==> config.mk <==
export PLATFORM = sky130hd
export DESIGN_NAME = cic_interpolator
export DESIGN_NICKNAME = d
export VERILOG_FILES = /design/src/rtl/cic_interpolator.sv
export SDC_FILE = /design/constraint.sdc
export NUM_CORES = 1
export LEC_CHECK = 0
export ABC_AREA = 1
export CAP_MARGIN = 0
export CORE_MARGIN = 2
export CORE_UTILIZATION = 55
export DETAILED_ROUTE_END_ITERATION = 7
export MAX_ROUTING_LAYER = met4
export PLACE_DENSITY = 0.77
export REMOVE_ABC_BUFFERS = 1
export SYNTH_ARGS = -nofsm -noshare
export SYNTH_HDL_FRONTEND = slang
export SYNTH_SLANG_ARGS = --single-unit
export TNS_END_PERCENT = 30
==> constraint.sdc <==
create_clock -name clk -period 22.5 [get_ports clk]
set_input_delay 3.375 -clock clk [delete_from_list [all_inputs] [get_ports clk]]
set_output_delay 3.375 -clock clk [all_outputs]
set_load 0.03 [all_outputs]
==> src/rtl/cic_interpolator.sv <==
// rtl/cic_interpolator.sv - CIC interpolator: N combs at input rate, zero-stuffing, N integrators at output rate.
module cic_interpolator #(
  parameter int NUM_STAGES  = 4,
  parameter int RATE        = 24,
  parameter int RATE_WIDTH  = 5,
  parameter int SCALE_WIDTH = 14,
  parameter int DATA_WIDTH  = 19
) (
  input  logic                         clk,
  input  logic                         reset_n,
  input  logic signed [DATA_WIDTH-1:0] in_data,
  input  logic                         in_valid,
  output logic                         in_ready,
  input  logic [1:0]                   in_error,
  output logic signed [DATA_WIDTH-1:0] out_data,
  output logic                         out_valid,
  input  logic                         out_ready,
  output logic [1:0]                   out_error
);

  localparam int W = DATA_WIDTH + SCALE_WIDTH;

  logic [RATE_WIDTH-1:0]         phase_q, phase_d;
  logic signed [W-1:0]           cd_q [NUM_STAGES];
  logic signed [W-1:0]           cd_d [NUM_STAGES];
  logic signed [W-1:0]           ig_q [NUM_STAGES];
  logic signed [W-1:0]           ig_d [NUM_STAGES];
  logic signed [DATA_WIDTH-1:0]  out_data_q, out_data_d;
  logic                          out_valid_q, out_valid_d;

  logic signed [W-1:0]           c [NUM_STAGES+1];
  logic signed [W-1:0]           x;
  logic                          slot_free, advance, in_xfer, phase_zero;
  logic                          unused_in_error;

  assign unused_in_error = ^in_error;

  always_comb begin
    phase_zero = (phase_q == '0);
    slot_free  = ~out_valid_q | out_ready;
    in_ready   = reset_n & phase_zero & slot_free;
    advance    = reset_n & slot_free & (~phase_zero | in_valid);
    in_xfer    = in_valid & in_ready;

    c[0] = {{SCALE_WIDTH{in_data[DATA_WIDTH-1]}}, in_data};
    for (int k = 1; k <= NUM_STAGES; k++) begin
      c[k] = c[k-1] - cd_q[k-1];
    end
    x = phase_zero ? c[NUM_STAGES] : '0;

    phase_d     = phase_q;
    out_data_d  = out_data_q;
    out_valid_d = advance | (out_valid_q & ~out_ready);
    for (int k = 0; k < NUM_STAGES; k++) begin
      cd_d[k] = in_xfer ? c[k] : cd_q[k];
      ig_d[k] = ig_q[k];
    end

    if (advance) begin
      // Each integrator adds the previous stage's old value, giving one cycle of pipeline per stage.
      ig_d[0] = ig_q[0] + x;
      for (int k = 1; k < NUM_STAGES; k++) begin
        ig_d[k] = ig_q[k] + ig_q[k-1];
      end
      out_data_d = ig_q[NUM_STAGES-1][SCALE_WIDTH +: DATA_WIDTH];
      phase_d    = (phase_q == RATE_WIDTH'(RATE - 1)) ? '0 : phase_q + RATE_WIDTH'(1);
    end
  end

  always_ff @(posedge clk) begin
    if (!reset_n) begin
      phase_q     <= '0;
      out_data_q  <= '0;
      out_valid_q <= 1'b0;
      for (int k = 0; k < NUM_STAGES; k++) begin
        cd_q[k] <= '0;
        ig_q[k] <= '0;
      end
    end else begin
      phase_q     <= phase_d;
      out_data_q  <= out_data_d;
      out_valid_q <= out_valid_d;
      for (int k = 0; k < NUM_STAGES; k++) begin
        cd_q[k] <= cd_d[k];
        ig_q[k] <= ig_d[k];
      end
    end
  end

  assign out_data  = out_data_q;
  assign out_valid = out_valid_q;
  assign out_error = 2'b00;

endmodule

Word level (Yosys, flattened, before mapping)
Memories as Yosys holds them, arrays and structs flattened.
Index checks and enable logic that the tools add are counted.
{ "totals": {"input_bits": 25, "wordCells": 53, "out_inout_bits": 23, "mem_count": 2, "register_bits": 25, "ramBits": 264} }
{ "classes": {"n_bitwise": 20, "n_eq_ne": 1, "add_sub_neg": 9, "n_reduce_logical": 1, "muxes": 17} }
{ "memory_table": {"columns": ["name", "words", "word_bits", "read_ports", "rd_clocked_by_memory_dff", "write_ports", "line", "source"], "rows": [
  ["cd_q", 4, 33, 4, 0, 4, "24", "logic signed [W-1:0] cd_q [NUM_STAGES];"],
  ["ig_q", 4, 33, 4, 0, 4, "26", "logic signed [W-1:0] ig_q [NUM_STAGES];"]
]} }
{ "ops": {"columns": ["op", "n"], "rows": [
  ["$mux 33", 13],
  ["$add 33x33->33", 4],
  ["$mux 132", 1],
  ["$sub 33x33->33", 3],
  ["$sub 19x33->33", 1],
  ["$or 1x1->1", 11],
  ["$and 1x1->1", 6],
  ["$add 5x1->5 const B", 1],
  ["$eq 5x5->1 const B", 1],
  ["$logic_not 5->1", 1],
  ["$mux 5", 1],
  ["$not 1->1", 3],
  ["$mux 1", 2]
]} }

Depth between registers and ports, before layout
Gate-level depths: netlist (run 1).
An unclocked memory read counts as a cell.
{ "depth": {"word_depth": 9, "ltp_mapped": 57} }

Worst setup path after synthesis (run 1)
OpenSTA, ideal clock, no wires.
{ "synth_timing": {"path_kind": "in2reg", "startpoint": "input port in_data[0]", "endpoint": "memory ig_q[0][31] (netlist name)", "arrival_ns": 9.793, "n_path_buf": 0, "required_ns": 22.385, "setup_ns": 0.115, "slack_ns": 12.592, "path_stages": 41, "path_cell_list": "inv_1 > ha_1 > fa_1 > o21ai_2 > a31oi_1 > o21ai_0 > a31oi_1 > xnor2_1 > ha_1 > nand2_1 > o21ai_0 > a21oi_1 > o21ai_0 > xor2_1 > inv_1 > ha_1 > nand3_1 > nor3_1 > (+5 left out) > ha_1 > a21oi_1 > inv_1 > a21oi_1 > nor3_1 > nor3_1 > nand3_1 > nand2_1 > nor2_1 > ha_1 > inv_1 > nor3_1 > nor3b_1 > nand4_1 > nand3_1 > nand2_1 > o21ai_0 > inv_1"} }
{ "synth_rtl": {"columns": ["element", "line", "source"], "rows": [
  ["start: declaration", "11", "input logic signed [DATA_WIDTH-1:0] in_data,"],
  ["end: declaration", "26", null]
]} }

==> results of run 1 <==
## cell type report
class	instances	area [um2]
fillers	3773	16080
well taps	532	665.6
inverters	569	2136
multi-input cells	2415	14550
clock inverters	15	185.2
flip-flops and latches	275	5505
repair buffers	50	484.2
clock buffers	48	1050
## registers in the layout (all words and copies together) (netlist names)
name,cells
ig_q,132
cd_q,118
out_data,19
phase_q,5
out_valid,1
## kinds of logic after synthesis
family                     count (synthesis)
buffers and inverters                    662
other                                      1
and+or+nand+nor                         1034
adders and majority gates                253
DFF                                      275
xor gates and xnor gates                 161
AOI/OAI and AO/OA                        965
## metal layers
| metal | part of all wire, % | routed length [um] |
|---|---|---|
| met3 | 2.7 | 1550 |
| met1 | 41 | 23540 |
| met5 | 0 | 0 |
| met2 | 52 | 29640 |
| met4 | 4.3 | 2443 |
## through the flow
| step | area, um2 | hold slack (ns) | setup slack (ns) |
|---|---|---|---|
| after CTS | 24570 | 0.4593 | 11.13 |
| after global routing | 24570 | 0.4663 | 10.36 |
| after global placement | 23340 | 0.4432 | 10.74 |
| after floorplan | 22170 | 0.4325 | 12.43 |
| after detailed placement | 23340 | 0.4512 | 10.56 |
| final | 24570 | 0.4562 | 11.05 |
## final timing paths
kind	cells past startpoint	from	endpoint
hold / removal	2	cd_q[0][16]$_SDFFE_PN0P_	cd_q[0][16]$_SDFFE_PN0P_
setup reg to reg	47	cd_q[0][1]$_SDFFE_PN0P_	ig_q[0][31]$_SDFFE_PN0P_
hold reg to reg	2	cd_q[0][16]$_SDFFE_PN0P_	cd_q[0][16]$_SDFFE_PN0P_
setup / recovery	43	in_data[0]	ig_q[0][31]$_SDFFE_PN0P_
## layout by cell type (no fill, tap or decap), types with 21 or more instances in the layout
master	n
a21oi_1	398
a31oi_1	32
clkbuf_16	39
clkdlybuf4s50_1	42
dfxtp_1	275
ha_1	245
inv_1	554
nand2_1	604
nand3_1	121
nand4_1	29
nor2_1	186
nor3_1	31
o21ai_0	299
o21ai_1	56
o21ai_2	21
xnor2_1	55
xor2_1	106
## worst register-to-register path, delay by kind of cell (launching register included)
family / cells / cell delay, ns
adders and majority gates: 5 / 1.66
buffers and inverters: 5 / 0.32
AOI/OAI and AO/OA: 12 / 2.12
xor gates and xnor gates: 3 / 0.59
and+or+nand+nor: 22 / 3.31
DFF: 1 / 0.35
==> qor.yml, run 1 <==
route:
  drt-wirelength-per-cell_um: 14.64
  drt-total-wl_mm: 57.17
  drtIter0Drc: 1022
  first_pass_iters: 7
  postRouteAntennaNets: 0
  drc: 0
  viasPerCell: 5.449
  vias: 21271
synthesis:
  synth_warnings: 0
  netlist_area_um2: 22540
  async_flop_share_pct: 0
  netlist_top_cells_area: "dfxtp_1 24%, ha_1 14%, nand2_1 10%"
  synth_top_family_by_area: "compound AO/OA/AOI/OAI gates"
  synth_compound_area_share_pct: 24.58
  synth_top_area_share_pct: 24.42
  muxShareOfSynthArea_pct: 0
  ys.flop_type: "dfxtp_1"
  synthSimpleGateAreaFrac_pct: 19.28
  yosysMostFrequentCell: "nand2_1"
  synth_edf_count: 0
  synth_xor_xnor_area_share_pct: 6.256
  seq_area_frac_synth_pct: 24.42
  avgSynthCellArea_um2: 6.727
  syn_inst: 3351
  ys_types: 63
  netlist_top_cells_count: "606 x nand2_1, 554 x inv_1, 398 x a21oi_1, 299 x o21ai_0, 275 x dfxtp_1"
  synth_fa_ha_area_share_pct: 14.31
  ys_ff_latch: 275
  yosysTopAreaCell: "dfxtp_1"
global_routing:
  grt_busiest_layer: "met2"
  met2_usage_pct: 53.03
  use_met1_pct: 28.28
  grt_max_degree: 106
  grt_pass1_wl_mm: 94.50
  grt_remaining_overflow: 0
  grt_use_met3_pct: 2.870
  grtUsageTotal_pct: 27.77
  antenna_found_initial: 1
  grt_pass1_vias: 20788
finish:
  fin_util_pct: 60.45
  layout.cells.non_filler: 3904
  n_antenna_cell: 0
  area_growth_pct: 9.003
  layout.nets: 3626
  drive_gt1_share_pct: 5.190
timing:
  worst_pin_slew_ns: 1.190
  rsz0062_at_grt: "no"
  hold_violations: 0
  finalSetupViolations: 0
  clock.fmax_mhz: 87.31
  setup_tns_ns: 0
  min_period_ns: 11.45
  slew_headroom_pct: 20.64
  period_share_pct: 50.90
  finClkSkew_ns: 0.02385
  drv_slew: 0
worst_setup_path:
  r2r_slack_ns: 14.05
  startpoint_type: "primary input"
  cp-end-kind: "register"
  cp_num_buf_inv: 7
  criticalPathCategory: "in -> reg"
  cp.required_ns: 22.95
  crit_fanout: 5
  slowest_stage: "clkdlybuf4s50_1"
  cp_top_family: "compound AO/OA/AOI/OAI gates"
  slowest_delay_ns: 0.45
  critPathArrivalTime_ns: 11.90
flow_run:
  cap_violations: 0
placement:
  dp.cells: 3841
  globalplace.congestion: 0.9388
  portBuffers: 43
  dp_hpwl_mm: 43.40
clocking:
  cts_tree: "yes"
  h-tree-depth: 2
  cts_setup_buffers: 0
  cts_sinks: 275
  clock_path_buffers: 3
  numCtsBuffers: 37
  cts.clk_slew.worst_paths_ns: 0.05
  insertion_delay_ns: 0.56
  postCtsHoldBufs: 0
  cts-root-buf: "clkbuf_16"
  cts_resized: 0
die:
  io-pin-count: 48
  start_util_pct: 55.46
  dieHeight_um: 206.4
  fp.dieW_um: 206.4
  row_count: 74
  core_um2: 40650
  die-area_um2: 42620
run_status:
  status: "finished clean"
hold_path:
  hp-class: "reg -> reg"
Power of run 1 is left out: the tool's default activity adds up to more than one toggle a clock period on the data nets, which glitch-free logic cannot reach.
==> inputs of run 2 (changes only) <==
==> constraint.sdc (replaced) <==
create_clock -name clk -period 10.8 [get_ports clk]
set_input_delay 1.62 -clock clk [delete_from_list [all_inputs] [get_ports clk]]
set_output_delay 1.62 -clock clk [all_outputs]
set_load 0.03 [all_outputs]
==> qor.yml, run 2 (same netlist as run 1, synthesis figures left out) <==
run_status:
  status: "finished clean"
global_routing:
  grt_remaining_overflow: 0
  grt_pass1_vias: 20703
  grtUsageTotal_pct: 27.14
  grt_max_degree: 114
  antenna_found_initial: 0
  grt_pass1_wl_mm: 92.95
timing:
  rsz0062_at_grt: "no"
  finClkSkew_ns: 0.02547
  slew_headroom_pct: 23.87
  worst_pin_slew_ns: 1.142
  clock.fmax_mhz: 104.7
  setup_tns_ns: 0
  hold_violations: 0
  period_share_pct: 88.41
  min_period_ns: 9.549
  finalSetupViolations: 0
  fin_ws_ns: 1.251
  drv_slew: 0
  worst_hold_slack_ns: 0.4570
flow_run:
  cap_violations: 0
clocking:
  numCtsBuffers: 36
  cts-root-buf: "clkbuf_16"
  cts.clk_slew.worst_paths_ns: 0.05
  cts_setup_buffers: 0
  clock_path_buffers: 3
  cts_sinks: 275
  cts_tree: "yes"
  insertion_delay_ns: 0.55
  postCtsHoldBufs: 0
  cts_resized: 0
  h-tree-depth: 2
route:
  drt-wirelength-per-cell_um: 14.31
  postRouteAntennaNets: 0
  viasPerCell: 5.407
  drtIter0Drc: 989
  drc: 0
  drt-total-wl_mm: 55.86
  first_pass_iters: 5
  vias: 21104
worst_setup_path:
  cp.required_ns: 11.23
  crit_top_cell: "inv_1"
  startpoint_type: "primary input"
  criticalPathCategory: "in -> reg"
  cp-end-kind: "register"
  slowest_stage: "clkdlybuf4s50_1"
  critPathArrivalTime_ns: 9.98
  crit_fanout: 6
  slowest_delay_ns: 0.45
  r2r_slack_ns: 2.53
  cp_top_family: "compound AO/OA/AOI/OAI gates"
  cp_num_buf_inv: 7
finish:
  area_growth_pct: 8.604
  drive_gt1_share_pct: 5.043
  top_register: "ig_q"
  n_antenna_cell: 0
  largest_reg_flops: 132
  final_common_cell: "nand2_1"
  final_cell_mix: "604 x nand2_1, 554 x inv_1, 398 x a21oi_1, 299 x o21ai_0, 275 x dfxtp_1"
  layout.nets: 3625
die:
  row_count: 74
  die-area_um2: 42620
  core_um2: 40650
  io-pin-count: 48
  start_util_pct: 55.46
  dieHeight_um: 206.4
  fp.dieW_um: 206.4
placement:
  dp_hpwl_mm: 42.70
  portBuffers: 43
  pre_cts_slack_ns: 0.8325
  globalplace.congestion: 0.9476
hold_path:
  hp-class: "reg -> reg"
## run 2: cell count changes in the layout (fill, tap and decap cells not counted)
cell        delta
clkinv_2       -2
inv_6          -1
clkbuf_8       +1
clkinv_8       +1
bufinv_16      -3
clkbuf_16      -1
clkinv_4       -1
clkbuf_1       +4
clkinvlp_4     +1
## run 2: path summary, 6_finish.rpt
check | start | end | cells after the start
max | in_data[0] | ig_q[0][31]$_SDFFE_PN0P_ | 43
max reg2reg | cd_q[0][0]$_SDFFE_PN0P_ | ig_q[0][31]$_SDFFE_PN0P_ | 41
min | cd_q[0][12]$_SDFFE_PN0P_ | cd_q[0][12]$_SDFFE_PN0P_ | 2
min reg2reg | cd_q[0][12]$_SDFFE_PN0P_ | cd_q[0][12]$_SDFFE_PN0P_ | 2
## run 2: per-stage QoR
step	cell area [um2]	utilization [%]	std cells
6_report	24480	60.23	3903
4_1_cts	24480	60.23	3903
2_1_floorplan	22170	-	3259
3_5_place_dp	23340	57.41	3841
5_1_grt	24480	60.23	3903
3_3_place_gp	23340	57.41	3841
## run 2: per-layer routing
layer | wire, um | up-vias | track usage, % | share of wire (%)
met5 | 0 | - | - | 0
met4 | 2813 | 0 | 13.75 | 5.0
met3 | 1457 | 147 | 2.602 | 2.6
met2 | 28920 | 353 | 52.28 | 52
met1 | 22670 | 9460 | 26.91 | 41
li1 | - | 11144 | - | -
## run 2: final cells by class
class	instances	area, um2
Clock inverter	10	91.34
Clock buffer	52	1054
Tap cell	532	665.6
Sequential cell	275	5505
Inverter	569	2136
Fill cell	3857	16170
Timing Repair Buffer	50	484.2
Multi-Input combinational cell	2415	14550
## run 2: worst register-to-register path, delay by kind of cell (launching register included)
kind                     cells  cell delay (ns)
flip-flops                   1             0.31
buffers and inverters        5             0.36
AO/OA/AOI/OAI               16             3.11
XOR/XNOR                     3             0.61
AND/OR/NAND/NOR             11             1.69
adder cells (fa/ha/maj)      6             2.06
Power of run 2 is left out for the same reason.
==> inputs of run 3 (changes only) <==
--- a/config.mk
+++ b/config.mk
@@ -10,8 +10,9 @@
 export CORE_MARGIN = 2
 export CORE_UTILIZATION = 55
 export DETAILED_ROUTE_END_ITERATION = 7
+export DONT_BUFFER_PORTS = 1
 export MAX_ROUTING_LAYER = met4
-export PLACE_DENSITY = 0.77
+export PLACE_DENSITY = 0.75
 export REMOVE_ABC_BUFFERS = 1
 export SYNTH_ARGS = -nofsm -noshare
 export SYNTH_HDL_FRONTEND = slang
==> qor.yml, run 3 (same netlist as run 1, synthesis figures left out) <==
global_routing:
  grt_busiest_layer: "met2"
  grt_pass1_wl_mm: 94.02
  use_met1_pct: 28.08
  grt_max_degree: 181
  met2_usage_pct: 52.54
  grtUsageTotal_pct: 27.53
  grt_use_met3_pct: 2.949
  grt_pass1_vias: 20693
  antenna_found_initial: 0
  grt_remaining_overflow: 0
die:
  dieHeight_um: 206.4
  fp.dieW_um: 206.4
  io-pin-count: 48
  start_util_pct: 55.46
  row_count: 74
  die-area_um2: 42620
  core_um2: 40650
worst_setup_path:
  criticalPathCategory: "in -> reg"
  crit_fanout: 5
  regToRegEndpoint: "ig_q[0][29]$_SDFFE_PN0P_"
  cp-end-kind: "register"
  crit_top_cell: "nand2_1"
  critPathArrivalTime_ns: 9.82
  cp.required_ns: 11.29
  slowest_delay_ns: 0.47
  rr_worst_depth: 44
  r2r_slack_ns: 2.29
  startpoint_type: "primary input"
  slowest_stage: "o221ai_1"
  r2r_start: "cd_q[0][0]$_SDFFE_PN0P_"
route:
  drt-total-wl_mm: 56.67
  drc: 0
  first_pass_iters: 6
  viasPerCell: 5.449
  vias: 21018
  drt-wirelength-per-cell_um: 14.69
  drtIter0Drc: 878
  postRouteAntennaNets: 0
finish:
  stdcell_area_um2: 24110
  n_fill_cell: 3880
  seqCellArea_um2: 5505
  largest_reg_flops: 132
  top_register: "ig_q"
  area_growth_pct: 6.977
  final_common_cell: "nand2_1"
  final_cell_mix: "604 x nand2_1, 554 x inv_1, 398 x a21oi_1, 299 x o21ai_0, 275 x dfxtp_1"
  multiInputGateArea_um2: 14550
  n_antenna_cell: 0
  layout.cells.non_filler: 3857
  layout.nets: 3581
  drive_gt1_share_pct: 5.023
run_status:
  status: "finished clean"
timing:
  slew_headroom_pct: 21.85
  finClkSkew_ns: 0.01127
  worst_hold_slack_ns: 0.4561
  rsz0062_at_grt: "no"
  period_share_pct: 86.41
  worst_pin_slew_ns: 1.163
  drv_slew: 0
  setup_tns_ns: 0
  min_period_ns: 9.333
  clock.fmax_mhz: 107.2
  hold_violations: 0
  finalSetupViolations: 0
clocking:
  numCtsBuffers: 36
  cts_setup_buffers: 0
  clock_path_buffers: 3
  cts_sinks: 275
  h-tree-depth: 2
  cts.clk_slew.worst_paths_ns: 0.05
  insertion_delay_ns: 0.54
  postCtsHoldBufs: 0
  cts_resized: 0
  cts_tree: "yes"
  cts-root-buf: "clkbuf_16"
placement:
  portBuffers: 0
  dp_hpwl_mm: 43.01
  dpl-instance-area_um2: 22900
  dp.cells: 3797
  globalplace.congestion: 0.9552
flow_run:
  cap_violations: 0
hold_path:
  min_path_cells: 2
  holdPathEnd: "cd_q[0][2]$_SDFFE_PN0P_"
  holdCritStartpoint: "cd_q[0][2]$_SDFFE_PN0P_"
  hp-class: "reg -> reg"
run 3: cell types whose count changed in the layout (fill, tap and decap cells not counted), sizes merged:
cell	before	now
clkinv	8	4
buf	8	6
bufinv	1	5
clkdlybuf4s50	42	0
clkinvlp	2	0
run 3: per-layer routing:
metal / wire, um / part of all wire, % / vias up
li1: - / - / 11050
met3: 1619 / 2.9 / 147
met2: 29400 / 52 / 352
met4: 2432 / 4.3 / 0
met1: 23220 / 41 / 9469
met5: 0 / 0 / -
run 3: per-stage QoR:
step,setup slack [ns],util (%)
3_3_place_gp,1.346,56.33
4_1_cts,1.684,59.33
6_report,1.467,59.33
5_1_grt,0.9284,59.33
2_1_floorplan,2.484,-
3_5_place_dp,1.127,56.33
run 3: worst max-delay path by stage:
stage                                          end  cells past startpoint       start
after floorplan           ig_q[0][29]$_SDFFE_PN0P_                     45  in_data[0]
after global placement    ig_q[0][31]$_SDFFE_PN0P_                     42  in_data[0]
after CTS                 ig_q[0][29]$_SDFFE_PN0P_                     45  in_data[0]
after global routing      ig_q[0][31]$_SDFFE_PN0P_                     48  in_data[0]
final                     ig_q[0][29]$_SDFFE_PN0P_                     45  in_data[0]
after detailed placement  ig_q[0][29]$_SDFFE_PN0P_                     45  in_data[0]
run 3: area by class of cell:
type | instances | area share [%]
multi-input combinational | 2415 | 60.32
sequential | 275 | 22.83
inverter | 569 | 8.857
clock buffer | 52 | 4.364
tap | 532 | 2.760
clock inverter | 8 | 0.6849
timing repair buffer | 6 | 0.1868
run 3: critical path: cells and delay by family:
kind | cells | cell delay (ns)
AO/OA/AOI/OAI | 20 | 3.83
adder cells (fa/ha/maj) | 6 | 2.07
AND/OR/NAND/NOR | 12 | 1.46
XOR/XNOR | 3 | 0.62
buffers and inverters | 4 | 0.22
Power of run 3 is left out for the same reason.
